==> config.mk <==
export PLATFORM = sky130hd
export DESIGN_NAME = manchester_rx
export DESIGN_NICKNAME = d
export VERILOG_FILES = /design/src/rtl/manchester_rx.sv
export SDC_FILE = /design/constraint.sdc
export NUM_CORES = 1
export LEC_CHECK = 0
export CAP_MARGIN = 20
export CORE_AREA = 2 2 76 78
export DETAILED_ROUTE_END_ITERATION = 10
export DIE_AREA = 0 0 78 80
export PLACE_DENSITY = 0.61
export SLEW_MARGIN = 15
export SYNTH_ARGS = -nofsm -noshare
export SYNTH_HDL_FRONTEND = slang
export SYNTH_SLANG_ARGS = --single-unit
==> constraint.sdc <==
create_clock -name clk -period 2.6 [get_ports clk]
set_input_delay 0.65 -clock clk [delete_from_list [all_inputs] [get_ports clk]]
set_output_delay 0.65 -clock clk [all_outputs]
set_load 0.01 [all_outputs]
==> src/rtl/manchester_rx.sv <==
// Manchester (IEEE 802.3 polarity) byte receiver: start bit plus 8 data bits MSB first,
// with mid-bit edge window tracking, timeout detection and a valid/ready output register.
//
// state | meaning
// IDLE  | waiting for a start-bit rising edge after a quiet (low) line
// DATA  | sampling mid-bit edges for the 8 data bits
module manchester_rx #(
    parameter int HALF_BIT = 8
) (
    input  logic       clk,
    input  logic       rst_n,
    input  logic       ena,
    input  logic       din,
    output logic [7:0] data_out,
    output logic       data_valid,
    input  logic       data_ready,
    output logic       frame_err,
    output logic       overrun,
    output logic       busy
);

    localparam logic [7:0] QUIET_MAX = 8'(2 * HALF_BIT);
    localparam logic [7:0] MID_LO    = 8'(3 * HALF_BIT / 2);
    localparam logic [7:0] MID_HI    = 8'(5 * HALF_BIT / 2);
    localparam logic [7:0] TIMEOUT   = 8'(5 * HALF_BIT / 2 + 1);

    typedef enum logic {
        IDLE,
        DATA
    } state_t;

    state_t     state, state_nxt;
    logic       s1, s2, s3;
    logic       line_edge;
    logic [7:0] quiet;
    logic [7:0] cnt, cnt_nxt;
    logic [2:0] bit_cnt, bit_cnt_nxt;
    logic [6:0] shreg, shreg_nxt;
    logic [7:0] rx_byte;
    logic       byte_done;
    logic       timeout_err;

    assign line_edge = s2 ^ s3;
    assign rx_byte   = {shreg, s2};
    assign busy      = (state == DATA);

    always_comb begin
        state_nxt   = state;
        cnt_nxt     = cnt;
        bit_cnt_nxt = bit_cnt;
        shreg_nxt   = shreg;
        byte_done   = 1'b0;
        timeout_err = 1'b0;
        if (!ena) begin
            state_nxt   = IDLE;
            cnt_nxt     = '0;
            bit_cnt_nxt = '0;
        end else begin
            case (state)
                IDLE: begin
                    if (line_edge && s2 && (quiet == QUIET_MAX)) begin
                        state_nxt   = DATA;
                        cnt_nxt     = '0;
                        bit_cnt_nxt = '0;
                    end
                end
                DATA: begin
                    // Edges before the window are bit-boundary transitions and are skipped.
                    if (line_edge && (cnt >= MID_LO) && (cnt <= MID_HI)) begin
                        shreg_nxt   = {shreg[5:0], s2};
                        cnt_nxt     = '0;
                        bit_cnt_nxt = bit_cnt + 3'd1;
                        if (bit_cnt == 3'd7) begin
                            byte_done = 1'b1;
                            state_nxt = IDLE;
                        end
                    end else if (cnt >= TIMEOUT) begin
                        timeout_err = 1'b1;
                        state_nxt   = IDLE;
                        cnt_nxt     = '0;
                        bit_cnt_nxt = '0;
                    end else begin
                        cnt_nxt = cnt + 8'd1;
                    end
                end
                default: state_nxt = IDLE;
            endcase
        end
    end

    always_ff @(posedge clk or negedge rst_n) begin
        if (!rst_n) begin
            state      <= IDLE;
            s1         <= 1'b0;
            s2         <= 1'b0;
            s3         <= 1'b0;
            quiet      <= '0;
            cnt        <= '0;
            bit_cnt    <= '0;
            shreg      <= '0;
            data_out   <= '0;
            data_valid <= 1'b0;
            frame_err  <= 1'b0;
            overrun    <= 1'b0;
        end else begin
            s1      <= din;
            s2      <= s1;
            s3      <= s2;
            state   <= state_nxt;
            cnt     <= cnt_nxt;
            bit_cnt <= bit_cnt_nxt;
            shreg   <= shreg_nxt;
            if (s2) begin
                quiet <= '0;
            end else if (quiet != QUIET_MAX) begin
                quiet <= quiet + 8'd1;
            end
            frame_err <= timeout_err;
            overrun   <= 1'b0;
            // A byte completing on a transfer edge replaces the consumed one.
            if (byte_done) begin
                if (!data_valid || data_ready) begin
                    data_out   <= rx_byte;
                    data_valid <= 1'b1;
                end else begin
                    overrun <= 1'b1;
                end
            end else if (data_valid && data_ready) begin
                data_valid <= 1'b0;
            end
        end
    end

endmodule

# ---- After elaboration in Yosys (flattened, before gate mapping)
# Cells that the tools add are included.
dict set report word_totals {
  reg_bits 41
  input_bits 5
  out_inout_bits 12
}
dict set report op_classes {
  addsub 3
  n_lt_le_gt_ge 3
  eq_ne 6
  n_mux 31
  n_bitwise 2
  reduce_logical 13
}
# operator n
set op_table {}
lappend op_table {{$mux 8} 6}
lappend op_table {{$mux 1} 18}
lappend op_table {{$add 8x1->8 const B} 2}
lappend op_table {{$pmux 8 s2} 1}
lappend op_table {{$mux 3} 4}
lappend op_table {{$eq 8x5->1 const B} 1}
lappend op_table {{$ge 8x4->1 const B} 1}
lappend op_table {{$ge 8x5->1 const B} 1}
lappend op_table {{$le 8x5->1 const B} 1}
lappend op_table {{$ne 8x5->1 const B} 1}
lappend op_table {{$pmux 3 s2} 1}
lappend op_table {{$reduce_and 2->1} 3}
lappend op_table {{$logic_and 1x1->1} 5}
lappend op_table {{$ne 4x2->1 const B} 1}
lappend op_table {{$reduce_bool 2->1} 2}
lappend op_table {{$add 3x1->3 const B} 1}
lappend op_table {{$eq 3x3->1 const B} 1}
lappend op_table {{$ne 3x3->1 const B} 1}
lappend op_table {{$reduce_and 3->1} 1}
lappend op_table {{$ne 2x1->1 const B} 1}
lappend op_table {{$pmux 1 s2} 1}
lappend op_table {{$logic_not 1->1} 1}
lappend op_table {{$logic_or 1x1->1} 1}
lappend op_table {{$not 1->1} 1}
lappend op_table {{$xor 1x1->1} 1}

# ---- Logic depth before layout (Yosys ltp)
# Gate-level depths: netlist (run 1).
dict set report logic_depth {
  word_depth 8
  ltp_mapped 7
  depth_no_buf 6
}

# ---- Worst setup path after synthesis (run 1)
# No wires, ideal clock.
dict set report synth_path {
  path_kind {register to register}
  start {register cnt[3]}
  end {register data_out[0]}
  t_arrival_ps 1894
  path_slack_ps 581
  stages_incl_launch_ff 5
  path_buffers 0
  path_cell_list {dfrtp_1 > a2111o_1 > or2_4 > nor4_4 > mux2_2}
}
dict set report synth_via {
  elab_chain_cells 7
  word_cells_on_any_way 8
  cone_classes {order compare (2); mux (3); reduce/logical (3)}
}
# element line
set synth_lines {}
lappend synth_lines {{start: declaration} 36} ;# logic [7:0] cnt, cnt_nxt;
lappend synth_lines {{start signal: assignment} 110} ;# cnt <= cnt_nxt;
lappend synth_lines {{$ge 8x4->1} 69} ;# if (line_edge && (cnt >= MID_LO) && (cnt <= MID_HI)) begin
lappend synth_lines {{$logic_and 1x1->1} 69}
lappend synth_lines {{$logic_and 1x1->1 (*)} 69}
lappend synth_lines {{$mux 1 (*)} 69}
lappend synth_lines {{$mux 1 (*)} 59} ;# case (state)
lappend synth_lines {{$mux 1 (*)} 54} ;# if (!ena) begin
lappend synth_lines {{$reduce_and 2->1 (no source line) (*)} n/a}
lappend synth_lines {{end signal: assignment} 123} ;# data_out <= rx_byte;
lappend synth_lines {{end: declaration} 14} ;# output logic [7:0] data_out,
# Mark *: on every way between the ends. The rest lies on a longest branch, timed or not.
# A chain may end at the register's enable or synchronous reset.

# ---- Worst setup path after layout (run 1)
dict set report layout_path {
  start {input ena}
  end {register data_out[5]}
}
dict set report layout_via {
  elab_chain_cells 2
}
# element line
set layout_lines {}
lappend layout_lines {{start: declaration} 12} ;# input logic ena,
lappend layout_lines {{$mux 1} 54}
lappend layout_lines {{$reduce_and 2->1 (no source line)} n/a}
# Every way passes these cells.

==> results.md, run 1 <==
- I/O Buffers: 16
- Peak Freq: about 480 MHz
- Vias: about 1200
- GRT Residual Overflow: 0
- Die span in y: approximately 80 um
- Core area: about 5400 um2
- Final worst slack: just over 0.5 ns
- CTS buffer count: 5
- DP Wirelength: around 2300 um
- Num ports: 17
- CTS resizes: 0
- Clk network pwr share: 0.382
- H-tree levels: 2
- Full die area: around 6200 um2
- First-pass GRT wire length: between 6000 and 7000 um
- Clock latency on the worst-skew pair: 0.30 ns
- Most common cell after layout, fill and taps aside: dfrtp_1
- Avg Vias per Cell: around 4.8
- ANT cells: 0
- Final hold vios: 0
- Layout cells sized above 1: 0.201
- CTS tree: done
- Largest net degree at the start of global routing: 27
- Clk sinks: 41
- Yosys reg bits: 41
- Reg power frac: 0.577
- RR Startpoint: cnt[0]
- CP Cell Sequence: clkdlybuf4s50_1, nand2_1, or2_4, nor4_4, buf_4, mux2_2
- Max-slew violations: 0
- Hold Crit Class: input port to async pin
- Avg Inst Size Synth: between 10 and 15 um2
- Count of final setup violators: 0
- Clk buf depth: 2
- Total of max-cap violations: 0
- Fraction of the yosys area taken by sequential cells: 0.559
- Count of flip-flops with a built-in enable after synthesis: 0
- Post-synthesis mux area share: 0.104
- GP Congestion: ~0.74
- Crit path launch: ena
- Int Pwr: 0.000851 W
- Vias in the first global route: 1232
- Final antenna-violating net count: 0
- Xor and xnor area share after synthesis: 0.0286
- Initial Util: 0.340
- Die width: just under 80 um
- Adder-Cell Fraction of Synth Area: 0.0545
- R2R Setup Slk: between 0.5 and 0.6 ns
- Hold buffers post-CTS: 0
- Time the worst path needs with I/O delays and setup: about 2.1 ns
- DRC Markers: 0
- Clock Pin Slew Worst Setup and Hold Paths: roughly 0.08 ns
- DRT Pass-1 Iters: 4
- Initial drt markers: between 60 and 70
- RSZ-0062 raised after global routing: false
- Core Rows: 27
- Max IR drop VDD: roughly 0.27 mV
- Yosys warnings: 0
- Synth Net Count: approximately 160
- Fillers: 550
- Worst slew pin tran: around 0.59 ns
- CP max-delay cell: clkdlybuf4s50_1
- Area fraction in compound gates after synthesis: 0.0893
- Post-synth cell types: 38
- Post-CTS Setup Inserts: 0
- Wirelength, routed: between 3000 and 4000 um
- Drt wl/cell: 13.3 um
- Root Buffer: clkbuf_8
- Rel. slew slack: 0.607
- RR Endpoint: shreg[1]
- Final worst path period share: 0.805
- CP max stage delay: approximately 0.5 ns
- Combinational Power Share: 0.041
- Syn Inst Count: 150
- Sw Ratio: 0.244
- Setup TNS Final: 0 ns
- R2R depth: 7
- GRT Total Usage: 0.125
- Dpl ws: between 0.15 and 0.2 ns
- Largest family of logic cells by synthesized area: simple AND/OR/NAND/NOR gates
- Initial antenna violation count: 0
- P_leak: 1.03 nW
- Commonest non-fill, non-tap cells in the layout: dfrtp_1, mux2_2, clkdlybuf4s50_1
- Status: complete, no violations
- P per Cell Area: 508 nW/um2
- Setup Skew: ~0.0049 ns
- Crit-path max FO: 8
- Post-layout net count: about 190
- Ys flop type: dfrtp_1
- Crit Path Category: input port to flip-flop
- Crit start category: input port
- Async SR Flop Fraction: 1.00
- Arr. time, crit path: between 2 and 2.5 ns
- Synth-to-layout area growth: 20.7%
- Synth Area in Simple Gates: 0.144
- Cell area after synthesis: around 1800 um2
- Data required time of the worst path: 2.78 ns
- Switch Pwr: around 0.00027 W
- Crit. End Element: flip-flop
## kinds of logic (layout without fill, tap and decap cells)
kind of cell	after synthesis	in the layout
adders and majority gates	8	8
AOI/OAI and AO/OA	20	20
and+or+nand+nor	48	48
DFF	41	41
buffers and inverters	10	39
xor gates and xnor gates	6	6
muxes	17	17
## power by group through the flow
stage	Sequential, W	Combinational (W)	Clock [W]
3_5_place_dp	0.000662	0.0000482	0
3_3_place_gp	0.000662	0.0000475	0
4_1_cts	0.000650	0.0000483	0.000444
2_1_floorplan	0.000661	0.0000199	0
6_report	0.000649	0.0000464	0.000430
5_1_grt	0.000651	0.0000549	0.000475
## state kept, by name (all words and copies together) (netlist names)
signal      cells
frame_err       1
s3              1
overrun         1
shreg           7
data_valid      1
s2              1
bit_cnt         3
cnt             8
busy            1
quiet           8
data_out        8
s1              1
## critical path: cells and delay by family
family	cells	cell delay (ns)
multiplexers	1	0.34
buffers and inverters	2	0.70
AND/OR/NAND/NOR	3	0.57
## metrics by stage
| stage | hold WS [ns] | utilization | total power [W] | instance area [um2] | instances |
|---|---|---|---|---|---|
| floorplan | 0.331 | - | 0.000681 | 1840 | 150 |
| global placement | 0.345 | 0.393 | 0.000710 | 2120 | 243 |
| detailed placement | 0.348 | 0.393 | 0.000711 | 2120 | 243 |
| CTS | 0.368 | 0.410 | 0.00114 | 2210 | 251 |
| global route | 0.391 | 0.410 | 0.00118 | 2210 | 251 |
| finish | 0.343 | 0.410 | 0.00113 | 2210 | 251 |
## layout make-up
type                    instances  area [um2]  share of cell area
inverters                       8        30.0              0.0136
flip-flops and latches         41        1030               0.463
clock inverters                 3        21.3             0.00960
repair buffers                 23         208              0.0938
clock buffers                   5        68.8              0.0311
multi-input cells              99         771               0.348
well taps                      72        90.1              0.0407
## synthesized netlist by cell type, types with 2 or more instances
cell      number  area share
xor2_1         5       0.024
and2_1         2      0.0068
nand2_1        4      0.0082
and3_1         3       0.010
nand3b_1       2      0.0082
o21a_1         3       0.012
nor2b_1        2      0.0068
a22o_1         2      0.0095
inv_1          8       0.016
a21o_1         2      0.0082
nor3_1         2      0.0055
o21ai_0        2      0.0055
dfrtp_1       41        0.56
ha_1           8       0.055
nand3_1       10       0.027
mux2_2        16       0.098
nor2_1        14       0.029
nand2b_1       4       0.014
## routing by layer
metal  GRT usage  share of wire
met4      0.0386          0.010
met3      0.0464          0.034
met1       0.171           0.52
met2       0.182           0.43
met5           0              0
## worst max path at each step
stage | end | slack [ns] | depth (start not counted)
final | data_out[5] | 0.51 | 6
after global routing | shreg[6] | 0.35 | 7
after CTS | data_out[5] | 0.50 | 6
after detailed placement | data_out[5] | 0.19 | 6
after global placement | data_out[2] | 0.21 | 6
after floorplan | data_out[0] | 0.58 | 4
(Power assumes the default switching activity.)
==> run 2, diff against run 1 <==
==> constraint.sdc (replaced) <==
create_clock -name clk -period 2 [get_ports clk]
set_input_delay 0.5 -clock clk [delete_from_list [all_inputs] [get_ports clk]]
set_output_delay 0.5 -clock clk [all_outputs]
set_load 0.01 [all_outputs]
==> results.md, run 2 (synthesized netlist as in run 1, its figures left out) <==
- Status: complete, no violations
- Crit-path max FO: 8
- Peak Freq: around 520 MHz
- Wirelength, routed: 3300 um
- Vias: 1186
- Core Rows: 27
- R2R depth: 5
- Largest net degree at the start of global routing: 42
- Data required time of the worst path: 2.17 ns
- Crit start category: flip-flop
- Commonest non-fill, non-tap cells in the layout: dfrtp_1, mux2_2, buf_4
- Pwr Total: around 0.0014 W
- Worst slew pin tran: just over 0.5 ns
- Full die area: approximately 6200 um2
- Die width: approximately 78 um
- Biggest regs: cnt x8, data_out x8, quiet x8
- ANT cells: 0
- H-tree levels: 2
- CP endpoint: data_out[0]
- Crit Path Category: flip-flop to flip-flop
- Max IR drop VDD: between 0.5 and 0.6 mV
- Initial Util: 0.340
- RR Endpoint: data_out[0]
- DP Wirelength: between 2000 and 2500 um
- Arr. time, crit path: 2.09 ns
- Time the worst path needs with I/O delays and setup: roughly 1.9 ns
- Max-slew violations: 0
- P_leak: about 1.1 nW
- Clock latency on the worst-skew pair: 0.29 ns
- Most common cell after layout, fill and taps aside: dfrtp_1
- Setup Skew: just under 0.009 ns
- CTS tree: done
- Post-layout net count: 201
- Cell count after placement: between 200 and 300
- GP Congestion: 0.790
- Vias in the first global route: between 1000 and 1500
- Drt wl/cell: ~13 um
- Crit path launch: cnt[4]
- Avg Vias per Cell: 4.54
- Clock Pin Slew Worst Setup and Hold Paths: ~0.08 ns
- Rel. slew slack: 0.657
- Clk buf depth: 2
- R2R Setup Slk: approximately 0.08 ns
- Count of final setup violators: 0
- Root Buffer: clkbuf_8
- GRT Residual Overflow: 0
- RR Startpoint: cnt[4]
- Die span in y: approximately 80 um
- P per Cell Area: approximately 620 nW/um2
- Initial drt markers: roughly 140
- Num ports: 17
- Final antenna-violating net count: 0
- DRT Pass-1 Iters: 4
- GRT Total Usage: 0.117
- Minimum hold slack: 0.262 ns
- Total of max-cap violations: 0
- Final worst path period share: 0.960
- DRC Markers: 0
- Clk sinks: 41
- Core area: 5410 um2
- First-pass GRT wire length: 5670 um
- CTS buffer count: 5
- Final Instance Count excl. Fillers: 261
- RSZ-0062 raised after global routing: false
- I/O Buffers: 16
- Final hold vios: 0
- Synth-to-layout area growth: 25.8%
- Crit. End Element: flip-flop
- Hold Crit Class: input port to async pin
- Layout cells sized above 1: 0.249
- Initial antenna violation count: 0
-- run 2: changes by cell type in the layout (fill, tap and decap cells not counted), sizes merged --
cell	change
buf	+10
clkbuf	+1
clkinv	-1
clkinvlp	+1
inv	-1
-- run 2: worst min path at each step --
stage	slack [ns]	to	cells after the start
CTS	0.27	shreg[0]	2
detailed placement	0.34	s2	0
global placement	0.34	s2	0
floorplan	0.20	bit_cnt[0]	0
finish	0.26	shreg[0]	2
global route	0.31	shreg[2]	2
-- run 2: area by class of cell --
class / count / area (um2)
sequential: 41 / 1030
clock buffer: 6 / 72.6
fill: 524 / 3100
clock inverter: 2 / 15.0
multi-input combinational: 99 / 790
timing repair buffer: 33 / 287
inverter: 8 / 30.0
tap: 72 / 90.1
-- run 2: worst max-delay path: stages (launching register included) --
cell and delay [ns]:
dfrtp_1 0.38, a2111o_1 0.46, or2_4 0.29, nor4_4 0.16
buf_6 0.17, mux2_2 0.33
-- run 2: what timing repair did --
item,CTS,global route
hold buffers,0,0
endpoints found under the setup margin,5,10
setup buffers,0,1
gates cloned,0,0
resized for setup,1,2
pin swaps,0,3
-- run 2: stage by stage --
step	cell area (um2)	TNS, ns	util	setup slack (ns)
after floorplan	1840	-0.153	-	-0.0191
after global placement	2190	-2.09	0.406	-0.188
after detailed placement	2190	-2.28	0.406	-0.224
after CTS	2280	0	0.422	0.00587
after global routing	2310	0	0.427	0.0200
final	2310	0	0.427	0.0804
-- run 2: per-layer routing --
metal | share of wire | wire, um | track usage
met1 | 0.52 | 1720 | 0.162
met2 | 0.42 | 1390 | 0.166
met3 | 0.045 | 149 | 0.0419
met4 | 0.011 | 36 | 0.0474
met5 | 0 | 0 | 0
-- run 2: where the power goes --
group	internal, W	leakage (nW)	switching, W	total, W
registers	0.000836	0.564	0.00000872	0.000845
clock network	0.000246	0.0374	0.000284	0.000530
logic	0.0000261	0.478	0.0000376	0.0000637
total	0.00111	1.08	0.000331	0.00144
